`src/rtl/pipe_stage_reg.sv`:
```
`default_nettype none
// ============================================================================
// Module   : pipe_stage_reg
// Purpose  : Inter-stage pipeline register for the pipelined MIPS core
//            (one instance per D/E, E/M, M/W boundary). Carries instruction,
//            PC, destination register, hazard timers and a generic payload
//            bus, with a valid bit, stall hold, flush-to-bubble,
//            sentinel-preserving timer decrement and a saturating
//            stall-duration counter.
// Ports    : clk, reset (sync, active-high), stall, flush
//            valid_i, ins_i, pc_i, a3_i, tuse_rs_i, tuse_rt_i, tnew_i,
//            payload_i                      -> upstream stage fields
//            valid_o, ins_o, pc_o, a3_o, tuse_rs_o, tuse_rt_o, tnew_o,
//            payload_o                      -> registered stage fields
//            wr_pending_o                   -> valid_o && a3_o != 0
//            stall_cnt_o                    -> consecutive stalled cycles
//            bubble_pc_vld_o                -> only with the macro below
// Options  : `define PIPE_KEEP_PC_ON_FLUSH_EN to keep pc_i in a flushed
//            bubble and report it through bubble_pc_vld_o.
// Revision : 1.0 - initial release
// ============================================================================
module pipe_stage_reg #(
  parameter int          PAYLOAD_W = 96,
  parameter int          TW        = 2,
  parameter logic [31:0] PC_RESET  = 32'h0000_3000,
  parameter int          SCNT_W    = 8
) (
  input  logic                 clk,
  input  logic                 reset,
  input  logic                 stall,
  input  logic                 flush,
  input  logic                 valid_i,
  input  logic [31:0]          ins_i,
  input  logic [31:0]          pc_i,
  input  logic [4:0]           a3_i,
  input  logic [TW-1:0]        tuse_rs_i,
  input  logic [TW-1:0]        tuse_rt_i,
  input  logic [TW-1:0]        tnew_i,
  input  logic [PAYLOAD_W-1:0] payload_i,
  output logic                 valid_o,
  output logic [31:0]          ins_o,
  output logic [31:0]          pc_o,
  output logic [4:0]           a3_o,
  output logic [TW-1:0]        tuse_rs_o,
  output logic [TW-1:0]        tuse_rt_o,
  output logic [TW-1:0]        tnew_o,
  output logic [PAYLOAD_W-1:0] payload_o,
  output logic                 wr_pending_o,
  output logic [SCNT_W-1:0]    stall_cnt_o
`ifdef PIPE_KEEP_PC_ON_FLUSH_EN
  ,
  output logic                 bubble_pc_vld_o
`endif
);

  localparam logic [TW-1:0]     c_TMAX      = {TW{1'b1}};
  localparam logic [TW-1:0]     c_TW_ONE    = TW'(1);
  localparam logic [SCNT_W-1:0] c_SCNT_MAX  = {SCNT_W{1'b1}};
  localparam logic [SCNT_W-1:0] c_SCNT_ONE  = SCNT_W'(1);

  // Tuse: all-ones means "operand unused" and must survive every stage;
  // zero is already the tightest requirement and must not wrap.
  function automatic logic [TW-1:0] f_tuse_next(input logic [TW-1:0] t);
    if ((t == c_TMAX) || (t == '0)) return t;
    return t - c_TW_ONE;
  endfunction

  // Tnew: counts down to zero and sticks there; all-ones is an ordinary value.
  function automatic logic [TW-1:0] f_tnew_next(input logic [TW-1:0] t);
    if (t == '0) return t;
    return t - c_TW_ONE;
  endfunction

  // Registered state; declaration values equal the bubble so that a
  // simulation without an initial reset still starts from a clean bubble.
  logic                 r_valid   = 1'b0;
  logic [31:0]          r_ins     = '0;
  logic [31:0]          r_pc      = PC_RESET;
  logic [4:0]           r_a3      = '0;
  logic [TW-1:0]        r_tuse_rs = {TW{1'b1}};
  logic [TW-1:0]        r_tuse_rt = {TW{1'b1}};
  logic [TW-1:0]        r_tnew    = '0;
  logic [PAYLOAD_W-1:0] r_payload = '0;
  logic [SCNT_W-1:0]    r_scnt    = '0;
  logic                 r_bpv     = 1'b0;

  logic                 w_valid;
  logic [31:0]          w_ins;
  logic [31:0]          w_pc;
  logic [4:0]           w_a3;
  logic [TW-1:0]        w_tuse_rs;
  logic [TW-1:0]        w_tuse_rt;
  logic [TW-1:0]        w_tnew;
  logic [PAYLOAD_W-1:0] w_payload;
  logic [SCNT_W-1:0]    w_scnt;
  logic                 w_bpv;

  logic w_hold;       // stall wins this edge: every field keeps its value
  logic w_flush_eff;  // flush wins this edge
  logic w_bubble;     // bubble loaded for any reason

  assign w_flush_eff = !reset && flush;
  assign w_hold      = !reset && !flush && stall;
  assign w_bubble    = reset || flush || (!stall && !valid_i);

  always_comb begin
    w_valid   = r_valid;
    w_ins     = r_ins;
    w_pc      = r_pc;
    w_a3      = r_a3;
    w_tuse_rs = r_tuse_rs;
    w_tuse_rt = r_tuse_rt;
    w_tnew    = r_tnew;
    w_payload = r_payload;

    if (w_bubble) begin
      w_valid   = 1'b0;
      w_ins     = '0;
      w_a3      = '0;
      w_tuse_rs = c_TMAX;
      w_tuse_rt = c_TMAX;
      w_tnew    = '0;
      w_payload = '0;
`ifdef PIPE_KEEP_PC_ON_FLUSH_EN
      // Keep the faulting/flushed PC for precise exception reporting.
      w_pc      = w_flush_eff ? pc_i : PC_RESET;
`else
      w_pc      = PC_RESET;
`endif
    end else if (!w_hold) begin
      w_valid   = 1'b1;
      w_ins     = ins_i;
      w_pc      = pc_i;
      w_a3      = a3_i;
      w_tuse_rs = f_tuse_next(tuse_rs_i);
      w_tuse_rt = f_tuse_next(tuse_rt_i);
      w_tnew    = f_tnew_next(tnew_i);
      w_payload = payload_i;
    end
  end

  // Stall counter only advances on cycles that actually hold; every other
  // outcome (reset, flush, load, bubble) restarts it.
  always_comb begin
    w_scnt = '0;
    if (w_hold) begin
      w_scnt = (r_scnt == c_SCNT_MAX) ? r_scnt : (r_scnt + c_SCNT_ONE);
    end
  end

  // Bubble-PC flag: set by flush, held by stall, cleared by everything else.
  assign w_bpv = w_hold ? r_bpv : w_flush_eff;

  always_ff @(posedge clk) begin
    r_valid   <= w_valid;
    r_ins     <= w_ins;
    r_pc      <= w_pc;
    r_a3      <= w_a3;
    r_tuse_rs <= w_tuse_rs;
    r_tuse_rt <= w_tuse_rt;
    r_tnew    <= w_tnew;
    r_payload <= w_payload;
    r_scnt    <= w_scnt;
    r_bpv     <= w_bpv;
  end

  assign valid_o      = r_valid;
  assign ins_o        = r_ins;
  assign pc_o         = r_pc;
  assign a3_o         = r_a3;
  assign tuse_rs_o    = r_tuse_rs;
  assign tuse_rt_o    = r_tuse_rt;
  assign tnew_o       = r_tnew;
  assign payload_o    = r_payload;
  assign stall_cnt_o  = r_scnt;
  assign wr_pending_o = r_valid && (r_a3 != 5'd0);

`ifdef PIPE_KEEP_PC_ON_FLUSH_EN
  assign bubble_pc_vld_o = r_bpv;
`else
  logic w_unused_bpv;
  assign w_unused_bpv = r_bpv;
`endif

endmodule
`default_nettype wire

```
`config.mk`:
```
export PLATFORM = sky130hd
export DESIGN_NAME = pipe_stage_reg
export DESIGN_NICKNAME = d
export VERILOG_FILES = /design/src/rtl/pipe_stage_reg.sv
export SDC_FILE = /design/constraint.sdc
export NUM_CORES = 1
export LEC_CHECK = 0
export CAP_MARGIN = 30
export CORE_MARGIN = 2
export CORE_UTILIZATION = 30
export DETAILED_ROUTE_END_ITERATION = 10
export SLEW_MARGIN = 20
export SYNTH_ARGS = -nofsm -noshare
export SYNTH_HDL_FRONTEND = slang
export SYNTH_SLANG_ARGS = --single-unit
export TNS_END_PERCENT = 50
```
`constraint.sdc`:
```
create_clock -name clk -period 1.8 [get_ports clk]
set_input_delay 0.36 -clock clk [delete_from_list [all_inputs] [get_ports clk]]
set_output_delay 0.36 -clock clk [all_outputs]
set_load 0.01 [all_outputs]
```
==> results of run 1 <==
==> layout by cell type (no fill, tap or decap), types with 2 or more instances in the layout <==
| cell type | instances |
|---|---|
| inv_1 | 166 |
| clkbuf_16 | 17 |
| a211oi_1 | 2 |
| dfxtp_2 | 6 |
| dfxtp_1 | 174 |
| a21boi_0 | 2 |
| buf_12 | 22 |
| nor3b_4 | 2 |
| clkdlybuf4s50_1 | 346 |
| inv_6 | 3 |
| nor3_1 | 7 |
| clkbuf_1 | 2 |
| xor2_1 | 2 |
| a31oi_1 | 4 |
| nand4_1 | 2 |
| ha_1 | 3 |
| clkinv_4 | 4 |
| inv_8 | 3 |
| nand3_1 | 3 |
| a21oi_1 | 330 |
| nand2_1 | 12 |
| o21ai_0 | 9 |
| dlymetal6s2s_1 | 7 |
| buf_4 | 15 |
| nor2_1 | 7 |
==> per-layer routing <==
metal	routed length, microns	share of wire, %	GRT usage (%)
met3	1670	7.6	6.08
met2	10600	48	31.3
met1	9300	42	22.0
met5	0	0	0
met4	456	2.1	6.81
==> worst register-to-register path, cell delays in order (launching register included) <==
cell and delay [ns]:
dfxtp_1 0.37, ha_1 0.28, and4_1 0.30, a211oi_1 0.28, mux2i_1 0.20
==> metrics by stage <==
step | power (mW) | worst slack (ns) | instance area [sq um]
final | 9.31 | 0.0654 | 11300
after global routing | 9.74 | 0.00650 | 11300
after CTS | 9.47 | -0.0198 | 11300
after detailed placement | 5.78 | -0.0657 | 10700
after global placement | 5.76 | -0.0688 | 10700
after floorplan | 4.82 | 0.349 | 6580
==> worst max-delay path by stage <==
| stage | to | slack, ns | cells after the start |
|---|---|---|---|
| after floorplan | stall_cnt_o[5] | 0.35 | 5 |
| after global placement | payload_o[15] | -0.07 | 6 |
| after detailed placement | tnew_o[0] | -0.07 | 6 |
| after CTS | wr_pending_o | -0.02 | 3 |
| after global routing | payload_o[94] | 0.006 | 1 |
| final | payload_o[53] | 0.07 | 1 |
==> cell usage after synthesis <==
master | count | area share [%]
buf_2 | 20 | 1.5
nor4_1 | 1 | 0.095
a31oi_1 | 4 | 0.38
and4_1 | 1 | 0.13
nor2b_1 | 1 | 0.095
ha_1 | 3 | 0.57
nand3_1 | 3 | 0.23
nand2b_1 | 1 | 0.095
nand2_1 | 12 | 0.68
mux2i_1 | 1 | 0.15
inv_1 | 166 | 9.5
o21a_1 | 1 | 0.11
o21ai_0 | 9 | 0.68
a21oi_1 | 330 | 25
xor2_1 | 2 | 0.27
or3b_2 | 1 | 0.13
buf_1 | 1 | 0.057
nand4_1 | 2 | 0.19
nor2_1 | 7 | 0.40
nor3_1 | 7 | 0.53
and3_1 | 1 | 0.095
a21boi_0 | 2 | 0.23
buf_4 | 17 | 1.9
nor3b_2 | 2 | 0.38
dfxtp_1 | 180 | 55
nand4b_1 | 1 | 0.13
a211oi_1 | 2 | 0.23
o31a_1 | 1 | 0.13
clkbuf_1 | 21 | 1.2
==> power by group through the flow <==
stage / sequential [mW] / clock, mW / combinational (mW)
finish: 4.26 / 3.64 / 1.41
global route: 4.28 / 3.93 / 1.54
CTS: 4.26 / 3.78 / 1.43
detailed placement: 4.35 / 0 / 1.42
global placement: 4.35 / 0 / 1.42
floorplan: 4.43 / 0 / 0.394
==> flip-flops by register name, indices dropped and copies added, names as in the netlist <==
register / count
ins_o: 32
tnew_o: 2
pc_o: 32
valid_o: 1
a3_o: 5
tuse_rs_o: 2
stall_cnt_o: 8
tuse_rt_o: 2
payload_o: 96
==> cell type report <==
cell class | instances | share of cell area [%]
clock buffer | 20 | 3.94
tap | 280 | 3.09
inverter | 166 | 5.50
clock inverter | 12 | 1.05
antenna | 1 | 0.0221
sequential | 180 | 31.9
timing repair buffer | 392 | 36.3
multi-input combinational | 395 | 18.2
==> cells by family after synthesis <==
group | count (synthesis) | share of synthesized area [%]
compound gates | 349 | 26.9
buf+inv | 225 | 14.2
flops | 180 | 54.8
simple gates | 40 | 3.19
fa+ha+maj | 3 | 0.571
xor+xnor | 2 | 0.266
mux | 1 | 0.152
==> what timing repair did <==
item,in CTS,in global routing
hold endpoints to repair,0,0
setup buffers,0,0
pin swaps,0,0
resized for setup,7,12
gates cloned,0,0
endpoints found under the setup margin,5,11
==> metrics.md, run 1 <==
| Metric | Value |
|---|---|
| Final Max Slew Viols | `0` |
| Antenna violations before repair | `1` |
| Vias | `6524` |
| Mapped Nets | `~980` |
| Run status | `finished, final reports clean` |
| RSZ-0062 raised after global routing | `false` |
| Max stage delay on crit path | `~0.56 ns` |
| Syn Area/Cell | `8.23 sq um` |
| 1st-iter DRT viols | `301` |
| ANT nets after route | `0` |
| Pint | `6.89 mW` |
| Number of nets in the layout | `roughly 1300` |
| Fin. Hold Viols | `0` |
| P per Cell Area | `822 mW/mm^2` |
| Hold path depth | `2` |
| Vias in the first global route | `between 6000 and 7000` |
| Via/cell ratio | `~4.5` |
| Global-route wire length before repair | `around 35 mm` |
| Reg2reg start | `stall_cnt_o[0]` |
| Die span in x | `about 150 microns` |
| Row count | `54` |
| Fill cells | `2044` |
| Crit path max-delay cell type | `clkdlybuf4s50_1` |
| Clk slew on worst S/H paths | `around 0.070 ns` |
| #FFs+latches synth | `180` |
| Setup Crit Path Kind | `flop to primary output` |
| Starting Density | `a little under a third` |
| R2R cell count | `4` |
| Worst Tran Pin Value | `approximately 0.32 ns` |
| Switching part of the total | `around a quarter` |
| Post-detail-place hpwl | `16.2 mm` |
| Hold path startpoint | `payload_o[58]` |
| DRC viols | `0` |
| Max Root-Sink Buffers | `2` |
| Tcrit/Tclk final | `a little over nine tenths` |
| Leak Pwr | `around 4.2 nW` |
| Routed len/inst | `15.2 microns` |
| Multi-input gate area | `between 0.002 and 0.0025 sq mm` |
| CP startpoint kind | `flop` |
| YS warnings | `0` |
| MaxCap Viol Count | `0` |
| Die ar. | `about 0.023 sq mm` |
| Gr usage total | `18.5%` |
| Clk network pwr share | `39.1%` |
| Fin crit period | `around 1.7 ns` |
| Post-layout util | `between 50% and 60%` |
| Max FO, Critical Path | `2` |
| Clock latency on the worst-skew pair | `0.42 ns` |
| Worst endpoint required time | `about 1.4 ns` |
| Post-synthesis cell area | `roughly 0.0066 sq mm` |
| Finish-stage setup viols | `0` |
| Layout Cells excl Fill | `roughly 1400` |
| Ports | `~360` |
| Worst setup path startpoint | `payload_o[53]` |
| Gate power share | `15.2%` |
| Cts bufs inserted | `17` |
| Unique cell type count in the Yosys netlist | `29` |
| Setup slack, reg-to-reg | `0.30 ns` |
| Core area | `roughly 0.022 sq mm` |
| Placed insts | `roughly 1400` |
| CTS root buf | `clkbuf_16` |
| Global placement routability congestion | `roughly 0.77` |
| Min-delay worst type | `flop to flop` |
| Critical path buffers and inverters | `1` |
| Die H | `152 microns` |
| Post-synthesis cell count | `800` |
| Critical Path Sink Type | `primary output` |
| Largest net degree at the start of global routing | `slightly below 70` |
| Detailed-router iteration count before antenna repair | `4` |
| Register area share after synthesis | `54.8%` |
| Worst ir drop on vdd | `~0.00055 V` |
| WL final | `22.0 mm` |
| FF/Latch Area | `around 0.0036 sq mm` |
| Max Clk Rate | `577 MHz` |
| CP arrival | `between 1 and 1.5 ns` |
| Psw | `roughly 2.4 mW` |
| # hold bufs at CTS | `0` |
| Share of layout cells above drive strength 1 | `6.70%` |
| Crit path cell chain | `clkdlybuf4s50_1` |
| Hold path endpoint | `payload_o[58]` |
| GR Overflow Total | `0` |
| Flop pwr share | `between 40% and 50%` |
| Setup TNS | `0 ns` |
| # port buffers | `about 360` |
| Hold slack | `0.443 ns` |
| CP delay by family, top | `buffers and inverters` |
| CTS tree | `built` |
| Worst clock skew | `between 0.008 and 0.009 ns` |
| RR Endpoint | `stall_cnt_o[5]` |
| H-tree depth | `4` |
| Area growth syn-to-layout | `72.2%` |
| Sinks on Clock Net | `180` |
| Worst slew margin | `roughly four fifths` |
(Power assumes the default switching activity.)
==> inputs of run 2 (changes only) <==
--- a/config.mk
+++ b/config.mk
@@ -5,7 +5,7 @@
 export SDC_FILE = /design/constraint.sdc
 export NUM_CORES = 1
 export LEC_CHECK = 0
-export CAP_MARGIN = 30
+export CAP_MARGIN = 20
 export CORE_MARGIN = 2
 export CORE_UTILIZATION = 30
 export DETAILED_ROUTE_END_ITERATION = 10
==> results of run 2 <==
The final DEF is identical to that of run 1; final timing and power are the same.
==> edit (flow settings as in run 2) <==
The parameter `PAYLOAD_W` goes from 96 to 192.
--- a/src/rtl/pipe_stage_reg.sv
+++ b/src/rtl/pipe_stage_reg.sv
@@ -21,5 +21,5 @@
 // ============================================================================
 module pipe_stage_reg #(
-  parameter int          PAYLOAD_W = 96,
+  parameter int          PAYLOAD_W = 192,
   parameter int          TW        = 2,
   parameter logic [31:0] PC_RESET  = 32'h0000_3000,
Ports: changed (resized payload_i and payload_o); port bits go from 357 to 549. No check against the original RTL was run, so the function may have changed too.
==> edit against run 2 <==
Setup slack hardly changed. Die area up 50%. Critical path depth grew 2. Core utilization is 0.45 points lower. First-iteration DRC count rose by 61%. Area after synthesis up 51%. Non-clock buffer count rose by 208. Cell area rose by 49%. Routed wire length grew 71%. Register-to-register slack about the same. Total power grew 58%. Sequential cell count up 96. Critical endpoint is now wr_pending_o.
==> edit: results <==
# TYPE chip_impl_metric gauge
chip_impl_metric{name="placed_area",unit="sq um"} 16200
chip_impl_metric{name="post-place-cells",unit=""} 2167
chip_impl_metric{name="clkLatencyLatePin",unit="ns"} 0.55
chip_impl_metric{name="vdd.ir_drop.worst",unit="V"} 0.000736
chip_impl_metric{name="dpl.hpwl",unit="mm"} 28.4
chip_impl_metric{name="flop_pwr_share",unit="%"} 44.4
chip_impl_metric{name="drt_first_pass_iters",unit=""} 5
chip_impl_info{name="min_path_type",value="in2reg"} 1
chip_impl_metric{name="synth.lib_cells_used.distinct",unit=""} 30
chip_impl_metric{name="grt_first_pass_wirelength",unit="mm"} 54.4
chip_impl_info{name="outcome",value="completed"} 1
chip_impl_metric{name="hold_slack",unit="ns"} 0.341
chip_impl_metric{name="finalWeightedCongestion",unit=""} 0.881
chip_impl_metric{name="vias",unit=""} 10100
chip_impl_metric{name="min_delay_path_depth",unit=""} 3
chip_impl_metric{name="clock_power_share",unit="%"} 42.1
chip_impl_metric{name="p_int",unit="W"} 0.0112
chip_impl_metric{name="layout_cells_sized_above_1",unit="%"} 5.84
chip_impl_metric{name="detailedRoute.firstIterationViolations",unit=""} 486
chip_impl_info{name="worst_hold_path.endpoint",value="pc_o[27]$_SDFFE_PP0N_"} 1
chip_impl_metric{name="cts-resized-gates",unit=""} 260
chip_impl_metric{name="grt_usage",unit="%"} 20.2
chip_impl_metric{name="power.density",unit="nW/um^2"} 871
chip_impl_metric{name="fin_cells",unit=""} 2224
chip_impl_metric{name="synth_cells",unit=""} 1217
chip_impl_metric{name="routed_wirelength",unit="mm"} 37.6
chip_impl_metric{name="pre_cts_ws",unit="ns"} -0.173
chip_impl_metric{name="htree_num_levels",unit=""} 1
chip_impl_metric{name="maximum_number_of_pins_on_one_net_before_global_route_repair",unit=""} 114
==> edit: logic make-up after synthesis <==
| family | after synthesis | share of synthesized area, % |
|---|---|---|
| and+or+nand+nor | 40 | 2.06 |
| xor gates and xnor gates | 2 | 0.176 |
| buffers and inverters | 354 | 14.4 |
| adders and majority gates | 3 | 0.377 |
| DFF | 276 | 55.5 |
| muxes | 1 | 0.101 |
| AOI/OAI and AO/OA | 541 | 27.4 |
==> edit: routing by layer <==
layer  GRT usage, %  part of all wire, %
met2           34.5                   49
met5              0                0.024
met4           8.25                  3.9
met3           5.80                  8.4
met1           23.8                   39
==> edit: worst max path at each step <==
stage / slack (ns) / depth (start not counted) / from / end
floorplan: 0.35 / 5 / stall_cnt_o[0]$_SDFFE_PN0P_ / stall_cnt_o[5]$_SDFFE_PN0P_
global placement: -0.11 / 6 / flush / payload_o[73]$_SDFFE_PP0N_
detailed placement: -0.17 / 6 / flush / payload_o[65]$_SDFFE_PP0N_
CTS: -0.11 / 3 / a3_o[4]$_SDFFE_PP0N_ / wr_pending_o
global route: -0.03 / 3 / a3_o[2]$_SDFFE_PP0N_ / wr_pending_o
finish: 0.07 / 3 / a3_o[2]$_SDFFE_PP0N_ / wr_pending_o
==> edit: final cells by class <==
| class | instances | area, sq um |
|---|---|---|
| fillers | 3187 | 15700 |
| multi-input cells | 587 | 3020 |
| flip-flops and latches | 276 | 5530 |
| clock buffers | 50 | 917 |
| inverters | 262 | 983 |
| diodes | 1 | 2.50 |
| well taps | 442 | 553 |
| clock inverters | 6 | 80.1 |
| repair buffers | 600 | 5810 |
==> edit: worst max-delay path, cell delays in order, from the launching register on <==
cell and delay, ns:
dfxtp_1 0.34, nor4_2 0.26, a21boi_1 0.08, clkbuf_2 0.15
